===== src/rtl/button_pkg.sv =====
// button_pkg: shared event-FSM state encoding and ms-to-cycles conversion
package button_pkg;
   typedef enum logic [1:0] {IDLE, HELD, LONG} state_t;
   function automatic int ms_to_cyc(input int clk_hz, input int ms);
      return clk_hz / 1000 * ms;
   endfunction
endpackage


===== src/rtl/button_debounce.sv =====
// button_debounce: 2-flop synchronizer, polarity normalisation and counter debounce with edge strobes
module button_debounce #(
   parameter int DB_CYC = 10,
   parameter bit ACTIVE_LOW = 1'b1
) (
   input  logic clk,
   input  logic rst,
   input  logic raw,
   output logic level,
   output logic rise,
   output logic fall
);
   localparam int CW = $clog2(DB_CYC + 1);
   logic s1, s2, pressed, differ, hit;
   logic [CW-1:0] cnt;
   assign pressed = s2 ^ ACTIVE_LOW;
   assign differ = pressed != level;
   assign hit = differ && (cnt == CW'(DB_CYC - 1));
   // sync raw pin, count disagreeing cycles, flip level once the count is reached
   always_ff @(posedge clk) begin
      if (rst) begin
         s1 <= ACTIVE_LOW;
         s2 <= ACTIVE_LOW;
         cnt <= '0;
         level <= 1'b0;
         rise <= 1'b0;
         fall <= 1'b0;
      end else begin
         s1 <= raw;
         s2 <= s1;
         cnt <= (differ && !hit) ? cnt + 1'b1 : '0;
         level <= level ^ hit;
         rise <= hit && !level;
         fall <= hit && level;
      end
   end
endmodule


===== src/rtl/button_events.sv =====
// button_events: debounced button with press/release/long/auto-repeat strobes (repeat under BUTTON_EVENTS_REPEAT_EN)
module button_events import button_pkg::*; #(
   parameter int CLK_HZ = 25000000,
   parameter int DEBOUNCE_MS = 10,
   parameter int LONG_MS = 1000,
   parameter bit ACTIVE_LOW = 1'b1,
   parameter int REPEAT_MS = 200
) (
   input  logic clk,
   input  logic rst,
   input  logic btn_in,
   output logic btn_level,
   output logic press_pulse,
   output logic release_pulse,
   output logic long_pulse,
   output logic repeat_pulse
);
   localparam int DB_CYC = ms_to_cyc(CLK_HZ, DEBOUNCE_MS);
   localparam int LONG_CYC = ms_to_cyc(CLK_HZ, LONG_MS);
`ifdef BUTTON_EVENTS_REPEAT_EN
   localparam int REP_CYC = ms_to_cyc(CLK_HZ, REPEAT_MS);
   localparam int HMAX = (LONG_CYC > REP_CYC) ? LONG_CYC : REP_CYC;
`else
   localparam int HMAX = LONG_CYC;
`endif
   localparam int HW = $clog2(HMAX + 1);

   if (CLK_HZ % 1000 != 0 || DEBOUNCE_MS < 1 || LONG_MS < 1 || REPEAT_MS < 1) begin : g_bad_params
      $error("button_events: illegal parameter set");
   end

   state_t state, nstate;
   logic [HW-1:0] hcnt, nhcnt;
   logic rise, fall;

   button_debounce #(.DB_CYC(DB_CYC), .ACTIVE_LOW(ACTIVE_LOW)) u_db (
      .clk(clk), .rst(rst), .raw(btn_in), .level(btn_level), .rise(rise), .fall(fall)
   );

   assign press_pulse = rise;
   assign release_pulse = fall;
`ifndef BUTTON_EVENTS_REPEAT_EN
   assign repeat_pulse = 1'b0;
`endif

   // event state and hold counter (hcnt = cycles since press_pulse while HELD)
   always_ff @(posedge clk) begin
      if (rst) begin
         state <= IDLE;
         hcnt <= '0;
      end else begin
         state <= nstate;
         hcnt <= nhcnt;
      end
   end

   // next state and strobes; a release always beats a coincident long/repeat
   always_comb begin
      nstate = state;
      nhcnt = hcnt;
      long_pulse = 1'b0;
`ifdef BUTTON_EVENTS_REPEAT_EN
      repeat_pulse = 1'b0;
`endif
      case (state)
         IDLE: if (rise) begin
            nstate = HELD;
            nhcnt = HW'(1);
         end
         HELD: if (fall) begin
            nstate = IDLE;
            nhcnt = '0;
         end else if (hcnt == HW'(LONG_CYC)) begin
            long_pulse = 1'b1;
            nstate = LONG;
`ifdef BUTTON_EVENTS_REPEAT_EN
            nhcnt = HW'(1);
`endif
         end else begin
            nhcnt = hcnt + 1'b1;
         end
         LONG: if (fall) begin
            nstate = IDLE;
            nhcnt = '0;
         end
`ifdef BUTTON_EVENTS_REPEAT_EN
         else if (hcnt == HW'(REP_CYC)) begin
            repeat_pulse = 1'b1;
            nhcnt = HW'(1);
         end else begin
            nhcnt = hcnt + 1'b1;
         end
`endif
         default: nstate = IDLE;
      endcase
   end
endmodule


===== config.mk =====
export PLATFORM = sky130hd
export DESIGN_NAME = button_events
export DESIGN_NICKNAME = d
export VERILOG_FILES = /design/src/rtl/button_pkg.sv /design/src/rtl/button_debounce.sv /design/src/rtl/button_events.sv
export SDC_FILE = /design/constraint.sdc
export NUM_CORES = 1
export LEC_CHECK = 0
export ABC_CLOCK_PERIOD_IN_PS = 5900
export BUFFER_PORTS_ARGS = -buffer_cell sky130_fd_sc_hd__buf_2
export CAP_MARGIN = 5
export CORE_ASPECT_RATIO = 0.8
export CORE_UTILIZATION = 30
export DETAILED_ROUTE_END_ITERATION = 12
export PLACE_DENSITY = 0.54
export SETUP_SLACK_MARGIN = 0.3
export SYNTH_ARGS = -nofsm -noshare
export SYNTH_HDL_FRONTEND = slang
export SYNTH_SLANG_ARGS = --single-unit

===== constraint.sdc =====
create_clock -name clk -period 5.9 [get_ports clk]
set_clock_uncertainty 0.15 [all_clocks]
set_input_delay 0.59 -clock clk [delete_from_list [all_inputs] [get_ports clk]]
set_output_delay 0.59 -clock clk [all_outputs]
set_load 0.005 [all_outputs]

# Yosys cells after proc, flatten, opt, wreduce, memory -nomap -nowiden

Index checks and enable logic that the tools add are counted.

Flip-flop bits (word level): 50
Input port bits: 3
Output and inout port bits: 5
Logic and storage cells: 46

Add/sub/neg operators: 2
Equal/unequal tests: 9
Muxes and demuxes: 13
Bitwise operators: 3
Reductions and logical operators: 11

Operators by type and width:

| operator                                               | count |
|---|---|
| 2-to-1 mux 25 bit                                      | 4 |
| case mux 25 bit (3 select lines)                       | 1 |
| adder 25 x 1 -> 25 bit (second input constant)         | 1 |
| equality test 25 bit (second input constant)           | 1 |
| adder 18 x 1 -> 18 bit (second input constant)         | 1 |
| equality test 18 bit (second input constant)           | 1 |
| 2-to-1 mux 2 bit                                       | 4 |
| inequality test 3 x 2 -> 1 bit (second input constant) | 2 |
| case mux 2 bit (3 select lines)                        | 1 |
| logical AND 1 bit                                      | 4 |
| inequality test 2 x 1 -> 1 bit (second input constant) | 2 |
| AND reduction 4 bit                                    | 1 |
| 2-to-1 mux 1 bit                                       | 3 |
| AND reduction 3 bit                                    | 1 |
| nonzero test 3 bit                                     | 1 |
| equality test 2 x 1 -> 1 bit (second input constant)   | 1 |
| equality test 2 bit (second input constant)            | 1 |
| logical NOT 1 bit                                      | 2 |
| logical NOT 2 bit                                      | 1 |
| inverter 1 bit                                         | 2 |
| OR reduction 2 bit                                     | 1 |
| inequality test 1 bit                                  | 1 |
| bitwise XOR 1 bit                                      | 1 |

# Logic depth before layout (Yosys ltp)

Depth after elaboration: 7
Mapped depth: 9
Depth with buffers taken out: 7

# Hierarchy

Synthesis repeated with hierarchy kept, for this count alone.

Cell total of the unflattened synthesis: 319
Area, all modules: 2685.1 µm²

By module, submodules not included:

| module          | times used | cells an instance | area an instance (µm²) | seq. area each (µm²) |
|---|---|---|---|---|
| button_events   | 1          | 211               | 1671.6                 | 540.5 |
| button_debounce | 1          | 108               | 1013.5                 | 460.4 |

# Worst setup path after synthesis

No wires, ideal clock.

Kind: reg-to-reg
Start: register state[0]
End: register hcnt[13]
Setup time: 0.070 ns
Arrival: 1.865 ns
Required time: 5.680 ns
Slack: 3.815 ns
Stages on the path, launching flop included: 7
Path buffers: 0
Period minus slack after synthesis: 2.085 ns
Path through: dfxtp_1 -> inv_1 -> ha_1 -> a221oi_2 -> o31ai_1 -> or4_1 -> a21oi_1

Longest elaborated chain between the ends: 3
Elaborated cells between the ends (all ways): 9
Those cells by class: eq/ne (5); mux (1); reduce/logical (3)

Ends and longest elaborated chain:

| what                                                                    | RTL line            | text |
|---|---|---|
| from (decl)                                                             | button_events.sv:32 | `state_t state, nstate;` |
| from (signal assigned)                                                  | button_events.sv:52 | `state <= nstate;` |
| equality test 2 x 1 -> 1 bit (tied with other cells)                    | button_events.sv:65 | `case (state)` |
| inequality test 3 x 2 -> 1 bit (no source line) (tied with other cells) | n/a                 |  |
| AND reduction 4 bit (no source line)                                    | n/a                 |  |
| to (signal assigned)                                                    | button_events.sv:53 | `hcnt <= nhcnt;` |
| to (decl)                                                               | button_events.sv:33 | `logic [HW-1:0] hcnt, nhcnt;` |

Parallel ways exist; a longest one is shown, timed or not.
A chain may end at the register's enable or synchronous reset.

# Worst setup path after layout

Start: register state[0]
End: register hcnt[23]

Same word-level chain as after synthesis.

==> flow_metrics.tcl <==
set metrics [dict create \
    cts.path.max_buffers 2 \
    regToRegEndpoint "hcnt[23]" \
    synth_ff_type "dfxtp_1" \
    r2r_cells 7 \
    slew_headroom 0.235 \
    grt_setup_unrepaired "false" \
    worst_pin_slew_ns 1.14 \
    ys_seq_area_frac 0.370 \
    final_cell_mix "dfxtp_1 (50), nor2_1 (41), nand2_1 (21)" \
    power.leakage_uw 0.00101 \
    dr.pass1.iters 6 \
    drv_cap 0 \
    ctsResizeCount 0 \
    die_x_microns 108 \
    dp_hpwl_microns 4520 \
    outcome "completed" \
    syn_inst 322 \
    core_sq_um 8630 \
    cts_tree "done" \
    initial_core_util 0.314 \
    async_flop_share 0 \
    grt_pass1_wl_microns 10800 \
    maxSlewViolCount 0 \
    ant_nets 0 \
    min_period_over_period 0.478 \
    grt_max_degree 25 \
    drt_iter0_markers 117 \
    powerDensity_nw_per_um2 243 \
    cp.required_ns 5.99 \
    fp.dieArea_sq_um 9410 \
    setup_viol_count_final 0 \
    min_path_type "reg -> reg" \
    cts_root_buffer "clkbuf_16" \
    clock-sinks 50 \
    hold_path_startpoint "u_db.s1" \
    finalHoldViolCount 0 \
    grt_overflow 0 \
    reg2reg_slack_ns 3.08 \
    drive_above_1_share 0.0994 \
    drc 0 \
    antenna_cells 0 \
    track_usage 0.150 \
    dpl_cell_area_sq_um 2810 \
    vias 2341 \
    tns_ns 0 \
    synth.distinct_cells 61 \
    slowest_delay_ns 1.00 \
    grt_pass1_vias 2169 \
    cts_hold_buf 0 \
    crit_chain "inv_1 -> ha_1 -> nand3b_1 -> nor2_1 -> and3_1 -> a31o_2 -> o21a_1" \
    syn-cell-area_sq_um 2710 \
    whs_endpoint "u_db.s2" \
    num_rows 30 \
    timing.rr.start "state[0]" \
    worstSetupStartpointType "flop" \
    synth_edf_count 0 \
    post-route-cell-area_sq_um 2990 \
    ir_drop_uv 151 \
    ys_seq_elements 50 \
    syn_area_per_cell_sq_um 8.41 \
    vias_per_cell 5.39 \
    area_growth_pct 10.3 \
    crit_fanout 15 \
    ys_warn_count 0 \
    cp-end-kind "flop" \
    hold_depth 1 \
    crit_arrival_ns 2.91 \
    pre_cts_ws_ns 3.11 \
    critical_path_class "reg -> reg" \
    postCtsSetupBuffers 0 \
    nets 333 \
    wire_per_inst_microns 14.8 \
    slowest_stage "nor2_1" \
    htree_levels 2 \
    dieHeight_microns 87.0 \
    antenna_found_initial 0 \
    ios 8 \
    cts_made_buffers 5 \
    gp_congestion 0.845 \
    cts.clk_slew.worst_paths_ns 0.06 \
    fmax_mhz 354 \
    port_buffers 6 \
    final_common_cell "dfxtp_1" \
    clock_latency_ns 0.30 \
    routed_wl_microns 6430 \
    setup_slack_ns 3.08 \
    period_minus_slack_ns 2.82 \
    syn-num-nets 334 \
]
## sequential cells by signal, summed over array words and instances, names as in the netlist
name / cells
u_db.level: 1
u_db.fall: 1
u_db.cnt: 18
u_db.s1: 1
u_db.rise: 1
state: 2
hcnt: 25
u_db.s2: 1
## worst max-delay path: cells and delay by family, from the launching register on
kind / cells / cell delay [ns]
adder cells (fa/ha/maj): 1 / 0.29
flip-flops: 1 / 0.36
AND/OR/NAND/NOR: 3 / 1.62
AO/OA/AOI/OAI: 2 / 0.25
buffers and inverters: 1 / 0.09
## per-stage QoR
step | hold WS [ns] | utilization | cells | power [uW]
6_report | 0.260 | 0.346 | 434 | 724
5_1_grt | 0.294 | 0.346 | 434 | 760
4_1_cts | 0.262 | 0.346 | 434 | 736
3_5_place_dp | 0.246 | 0.326 | 426 | 395
3_3_place_gp | 0.242 | 0.326 | 426 | 394
2_1_floorplan | 0.239 | - | 322 | 385
## power breakdown
group	internal (uW)	total (uW)	switching, uW
Sequential	340	343	3.00
Combinational	13.4	43.4	30.0
Clock	202	337	135
Total	556	724	168
## Yosys cell counts, types with 2 or more instances
library cell,number,share of area
a211oi_1,5,0.014
a21oi_1,12,0.022
a21oi_2,3,0.0097
a2bb2oi_1,2,0.0065
a31oi_1,5,0.012
a41oi_1,5,0.016
and2_1,2,0.0046
and3_1,12,0.028
and4_1,8,0.026
buf_2,3,0.0055
clkbuf_1,8,0.011
dfxtp_1,50,0.37
ha_1,9,0.042
inv_1,11,0.015
nand2_1,21,0.029
nand3_1,19,0.035
nand3b_1,3,0.0083
nand4_1,15,0.035
nand4b_1,2,0.0065
nor2_1,41,0.057
nor2b_1,2,0.0046
nor3_1,5,0.0092
nor3b_1,2,0.0055
nor4b_1,3,0.0097
nor4b_2,2,0.011
o21ai_0,10,0.018
o21ai_1,4,0.0074
o21ai_2,4,0.013
o22ai_1,2,0.0046
o31ai_1,4,0.011
or2_2,2,0.0046
or4_1,2,0.0055
xnor2_1,5,0.016
xor2_1,12,0.039
## area by class of cell
class | instances | area, sq um
clock buffers | 5 | 125
clock inverters | 3 | 47.5
fillers | 898 | 5650
inverters | 11 | 41.3
multi-input cells | 246 | 1590
flip-flops and latches | 50 | 1000
well taps | 112 | 140
repair buffers | 7 | 37.5
## kinds of logic after synthesis
logic type | count (synthesis) | share of synthesized area
simple gates | 148 | 0.301
compound gates | 70 | 0.185
flops | 50 | 0.370
buf+inv | 26 | 0.0420
xor+xnor | 17 | 0.0550
fa+ha+maj | 9 | 0.0416
other cells | 1 | 0.00138
mux | 1 | 0.00370
## worst max-delay path by stage
stage / from / end / slack [ns] / cells past startpoint
after floorplan: state[0] / hcnt[13] / 3.81 / 6
after global placement: state[0] / hcnt[21] / 3.08 / 6
after detailed placement: state[0] / hcnt[23] / 3.11 / 7
after CTS: state[0] / hcnt[23] / 3.10 / 7
after global routing: state[1] / hcnt[23] / 2.77 / 7
final: state[0] / hcnt[23] / 3.08 / 7
## metal layers
| metal | share of wire | vias up | global-route usage |
|---|---|---|---|
| li1 | - | 1187 | - |
| met1 | 0.51 | 1100 | 0.209 |
| met2 | 0.42 | 47 | 0.219 |
| met3 | 0.052 | 7 | 0.0337 |
| met4 | 0.016 | 0 | 0.0648 |
| met5 | 0 | - | 0 |
Power figures use the tool's default switching activity.
